<file path="src/rtl/pc_seq_pkg.sv">
// Shared types and constants for the program-counter sequencer.
package pc_seq_pkg;

  typedef enum logic [1:0] {
    RUN    = 2'd0,
    HALTED = 2'd1,
    FAULT  = 2'd2
  } pc_state_t;

  localparam int   INSTR_BYTES = 4;
  localparam logic HALT_EXT    = 1'b0;
  localparam logic HALT_INT    = 1'b1;

endpackage

</file>
<file path="src/rtl/pc_next_select.sv">
// Combinational next-pc / next-state selection for the fetch sequencer.
module pc_next_select
  import pc_seq_pkg::*;
#(
  parameter int ADDR_W = 32
) (
  input  pc_state_t         state,
  input  logic [ADDR_W-1:0] pc,
  input  logic              stall_req,
  input  logic              branch_taken,
  input  logic [ADDR_W-1:0] branch_target,
  input  logic              jump,
  input  logic [ADDR_W-1:0] jump_target,
  input  logic              halt,
  input  logic              haltext,
  input  logic              resume,
  output logic [ADDR_W-1:0] next_pc,
  output pc_state_t         next_state,
  output logic              retire_en,
  output logic              misalign
);

  logic [ADDR_W-1:0] seq_pc;

  assign seq_pc = pc + ADDR_W'(INSTR_BYTES);

  // An external halt pre-empts even a stalled instruction; everything else waits on the stall.
  always_comb begin
    next_state = state;
    next_pc    = pc;
    retire_en  = 1'b0;
    misalign   = 1'b0;
    unique case (state)
      RUN: begin
        if (haltext && !halt) begin
          next_state = HALTED;
        end else if (stall_req) begin
          next_state = RUN;
        end else if (halt) begin
          next_state = HALTED;
          next_pc    = seq_pc;
          retire_en  = 1'b1;
        end else if (jump) begin
          if (jump_target[1:0] != 2'b00) begin
            next_state = FAULT;
            misalign   = 1'b1;
          end else begin
            next_pc   = jump_target;
            retire_en = 1'b1;
          end
        end else if (branch_taken) begin
          if (branch_target[1:0] != 2'b00) begin
            next_state = FAULT;
            misalign   = 1'b1;
          end else begin
            next_pc   = branch_target;
            retire_en = 1'b1;
          end
        end else begin
          next_pc   = seq_pc;
          retire_en = 1'b1;
        end
      end
      HALTED: begin
        if (resume && !haltext) next_state = RUN;
      end
      default: begin
        next_state = FAULT;
      end
    endcase
  end

endmodule

</file>
<file path="src/rtl/pc_sequencer.sv">
// Program-counter owner: state, pc, halt cause, sticky fault and retired-instruction counter.
module pc_sequencer
  import pc_seq_pkg::*;
#(
  parameter int                ADDR_W     = 32,
  parameter logic [ADDR_W-1:0] RESET_ADDR = '0,
  parameter int                CNT_W      = 32
) (
  input  logic              clk,
  input  logic              reset,
  input  logic              stall_req,
  input  logic              branch_taken,
  input  logic [ADDR_W-1:0] branch_target,
  input  logic              jump,
  input  logic [ADDR_W-1:0] jump_target,
  input  logic              halt,
  input  logic              haltext,
  input  logic              resume,
  output logic [ADDR_W-1:0] pc,
  output logic              fetch_valid,
  output logic              halted,
  output logic              halt_cause,
  output logic              fault,
  output logic [CNT_W-1:0]  retired_count
);

  pc_state_t         state;
  pc_state_t         next_state;
  logic [ADDR_W-1:0] next_pc;
  logic              retire_en;
  logic              misalign;

  pc_next_select #(.ADDR_W(ADDR_W)) u_sel (
    .state         (state),
    .pc            (pc),
    .stall_req     (stall_req),
    .branch_taken  (branch_taken),
    .branch_target (branch_target),
    .jump          (jump),
    .jump_target   (jump_target),
    .halt          (halt),
    .haltext       (haltext),
    .resume        (resume),
    .next_pc       (next_pc),
    .next_state    (next_state),
    .retire_en     (retire_en),
    .misalign      (misalign)
  );

  // Cause is captured only on entry to HALTED; an internal halt always wins that entry.
  always_ff @(posedge clk) begin
    if (reset) begin
      state         <= RUN;
      pc            <= RESET_ADDR;
      halt_cause    <= HALT_EXT;
      fault         <= 1'b0;
      retired_count <= '0;
    end else begin
      state <= next_state;
      pc    <= next_pc;
      fault <= fault | misalign;
      if (retire_en) retired_count <= retired_count + CNT_W'(1);
      if (state == RUN && next_state == HALTED) halt_cause <= halt ? HALT_INT : HALT_EXT;
    end
  end

  assign fetch_valid = (state == RUN);
  assign halted      = (state == HALTED);

endmodule

</file>
<file path="config.mk">
export PLATFORM = sky130hd
export DESIGN_NAME = pc_sequencer
export DESIGN_NICKNAME = d
export VERILOG_FILES = /design/src/rtl/pc_seq_pkg.sv /design/src/rtl/pc_next_select.sv /design/src/rtl/pc_sequencer.sv
export SDC_FILE = /design/constraint.sdc
export NUM_CORES = 1
export LEC_CHECK = 0
export BUFFER_PORTS_ARGS = -buffer_cell sky130_fd_sc_hd__buf_2
export CORE_MARGIN = 5
export CORE_UTILIZATION = 40
export CTS_CLUSTER_DIAMETER = 150
export DETAILED_ROUTE_END_ITERATION = 8
export PLACE_DENSITY = 0.66
export SLEW_MARGIN = 20
export SYNTH_ARGS = -nofsm -noshare
export SYNTH_HDL_FRONTEND = slang
export SYNTH_HIERARCHICAL = 1
export SYNTH_SLANG_ARGS = --single-unit
</file>
<file path="constraint.sdc">
create_clock -name clk -period 3.55 [get_ports clk]
set_input_delay 0.355 -clock clk [delete_from_list [all_inputs] [get_ports clk]]
set_output_delay 0.355 -clock clk [all_outputs]
set_load 0.02 [all_outputs]
</file>
==> implementation parameters <==
Parameter                              Value

Setup path
  Worst Path Required    3790 ps
  Data arrival time of the worst path    approximately 3100 ps
  Kind of end point of the critical path    flip-flop
  Startpoint type of the worst setup path    flip-flop
  Peak fanout along the critical path    18
  Classification of the worst setup path    flip-flop to flip-flop

Synth
  Post-synth top area share    33.8%
  Synth Net Count    between 500 and 600
  Number of distinct standard cells referenced by the synthesized netlist    60
  Synth warnings    6
  Post-synthesis sequential element count    ~70
  Number of instances in the synthesized netlist    approximately 500
  Post-synthesis sequential area ratio    around a third
  Number of enable flip-flop cells after synthesis    0
  Share of flip-flops with an asynchronous set or reset after synthesis    0%
  Post-Synthesis Mean Instance Area    slightly above 8 sq um
  Mapped Area    just over 4000 sq um
  Leading cell types by total area after synthesis    sky130_fd_sc_hd__dfxtp_1 34%, sky130_fd_sc_hd__nor2b_1 5.9%, sky130_fd_sc_hd__a22oi_1 4.5%
  Primary FF master, synth    sky130_fd_sc_hd__dfxtp_1
  Cell type with the highest aggregate area in the netlist    sky130_fd_sc_hd__dfxtp_1

Floorplan
  DIE HEIGHT    ~110 microns
  Die extent in x    110 microns
  I/O pin count    140
  Die ar.    around 12000 sq um
  Placeable core region    between 9000 and 10000 sq um
  Number of core rows    36
  Initial core utilization    around two fifths

Drt
  Detailed Route Iter0 Violations    between 200 and 250
  Routed wire length    between 10000 and 15000 microns
  Routed len/inst    between 15 and 20 microns
  Number of design rule violations left after detail routing    0
  Detail Route Antenna Nets    0
  Total number of vias    between 4000 and 5000
  Total iterations of the first detailed-routing run    6
  DR vias/cell    roughly 5.8

Place
  Count of buffers from port buffering    139
  DP Wirelength    8770 microns
  Final estimated routing congestion in global placement    just under 0.9

GRT
  Largest net degree at the start of global routing    43
  First-pass GRT wire length    ~19000 microns
  Global-route met1 utilization    24.5%
  Most crowded layer after global routing    met2
  Antenna violations before repair    1
  Global routing usage on met3    slightly above 4%
  Total overflow reported by the global router    0
  Met2 demand-to-capacity share in global routing    between 30% and 40%
  GRT Overall Usage    around a fifth
  Number of global-route vias before repair    about 4000

Timing
  Max-slew violations    0
  Max-slew headroom    slightly above 60%
  Number of endpoints failing setup at the final stage    0
  Worst-case clock skew    roughly 8.7 ps
  Min Clock Period, post-route    approximately 2800 ps
  Hold Fails Final Rpt    0
  Fin Setup TNS    0 ps
  Timing-limited maximum frequency    0.351 GHz
  Setup repair after global routing missed its margin    false
  Transition time of the tightest slew-check pin    585 ps
  Tcrit/Tclk final    ~80%

Flow run
  Max-capacitance violation count    0

Min path
  Kind of path behind the tightest hold check    primary input to flip-flop

Clock network
  Post-CTS setup-driven buffer insertion count    0
  Number of clock sinks    68
  H-tree depth    3
  CTS Hold Bufs    0
  Clock-pin transition on the worst setup and hold timing paths    around 90 ps
  Master cell of the clock root buffer    sky130_fd_sc_hd__clkbuf_8
  Clock latency on the worst-skew pair    340 ps
  TritonCTS clock tree    built
  Number of CTS-inserted buffers    9
  PostCTS Resize Cnt    0
  CTS max path bufs    2

Finish
  Share of the core filled with cells    ~50%
  Area grow syn2layout    24.1%
  Most frequent standard cell in the layout excluding fill and tap cells    sky130_fd_sc_hd__buf_2
  # nets final    between 600 and 700
  Fraction of final layout cells sized beyond drive strength 1    around 29%
  Top library cells by usage in the layout, fill and taps aside    139 x sky130_fd_sc_hd__buf_2, 68 x sky130_fd_sc_hd__dfxtp_1, 40 x sky130_fd_sc_hd__nor2_1

Outcome
  Run status    finished, final reports clean

Power
  PD cells    between 300 and 400 nW/um^2
  P_leak    slightly below 2 nW
  Worst voltage drop across the vdd grid    between 0.2 and 0.25 mV
[through the flow]
stage               hold slack, ps  worst slack (ps)  total power, mW  std cells  area [sq um]
floorplan                      502               681            0.934        497          4020
global route                   449               447             1.76        762          4990
detailed placement             462               504             1.02        745          4780
CTS                            414               686             1.70        761          4990
global placement               450               544             1.02        745          4780
finish                         418               701             1.69        762          4990
[worst paths after layout]
check	startpoint	end	slack, ps	cells after the start
min	halt	halt_cause	420	3
min reg2reg	fault	fault	480	2
max	state[0]	retired_count[22]	700	7
max reg2reg	state[0]	retired_count[22]	700	7
[area by class of cell]
type                    count  area [sq um]
clock inverters             7          82.6
flip-flops and latches     68          1360
inverters                  12          45.0
multi-input cells         384          2450
fillers                  1005          4780
diodes                      1          2.50
well taps                 133           166
repair buffers            148           763
clock buffers               9           124
[Yosys cell counts, types with 4 or more instances]
cell type / number
sky130_fd_sc_hd__nand3_1: 19
sky130_fd_sc_hd__nand3_2: 4
sky130_fd_sc_hd__or3_1: 6
sky130_fd_sc_hd__xor2_1: 5
sky130_fd_sc_hd__xnor2_1: 7
sky130_fd_sc_hd__nor2_1: 40
sky130_fd_sc_hd__o221ai_1: 16
sky130_fd_sc_hd__clkbuf_1: 17
sky130_fd_sc_hd__nor2b_1: 38
sky130_fd_sc_hd__buf_2: 7
sky130_fd_sc_hd__o31ai_1: 14
sky130_fd_sc_hd__nand2_1: 35
sky130_fd_sc_hd__buf_6: 4
sky130_fd_sc_hd__nand4_1: 17
sky130_fd_sc_hd__nor4_1: 5
sky130_fd_sc_hd__dfxtp_1: 68
sky130_fd_sc_hd__inv_1: 12
sky130_fd_sc_hd__a21oi_1: 26
sky130_fd_sc_hd__or4_1: 17
sky130_fd_sc_hd__and3_1: 6
sky130_fd_sc_hd__o21ai_1: 6
sky130_fd_sc_hd__nor3_1: 8
sky130_fd_sc_hd__o21ai_0: 29
sky130_fd_sc_hd__a22oi_1: 24
sky130_fd_sc_hd__a31oi_1: 9
[routing by layer]
layer	share of wire (%)	wire (microns)	vias up
li1	-	-	2150
met1	43	5190	2058
met2	47	5710	156
met3	8.0	980	23
met4	2.5	306	0
met5	0	0	-
[worst max-delay path: stages (launching register included)]
cell	delay [ps]
sky130_fd_sc_hd__dfxtp_1	380
sky130_fd_sc_hd__nor4_4	430
sky130_fd_sc_hd__o21ai_2	110
sky130_fd_sc_hd__inv_1	150
sky130_fd_sc_hd__nand4_4	130
sky130_fd_sc_hd__or4_1	800
sky130_fd_sc_hd__nor4_1	390
sky130_fd_sc_hd__mux2_1	350
[cells by family (layout without fill, tap and decap cells)]
group                    after synthesis  in the layout  synth area share (%)
AO/OA/AOI/OAI                        152            152                  25.6
other                                  0              1                     0
adder cells (fa/ha/maj)                2              2                 0.622
multiplexers                           4              4                  1.03
flip-flops                            68             68                  33.8
XOR/XNOR                              12             12                  2.61
AND/OR/NAND/NOR                      214            214                  30.9
buffers and inverters                 45            176                  5.44
[power by group]
part           switching [mW]  internal [mW]
combinational           0.126         0.0871
clock                   0.343          0.337
sequential             0.0189          0.775
total                   0.488           1.20
[flip-flops by register name (all words and copies together) (netlist names)]
name	flops
halt_cause	1
state	2
retired_count	32
fault	1
pc	32
Power figures use the tool's default switching activity.
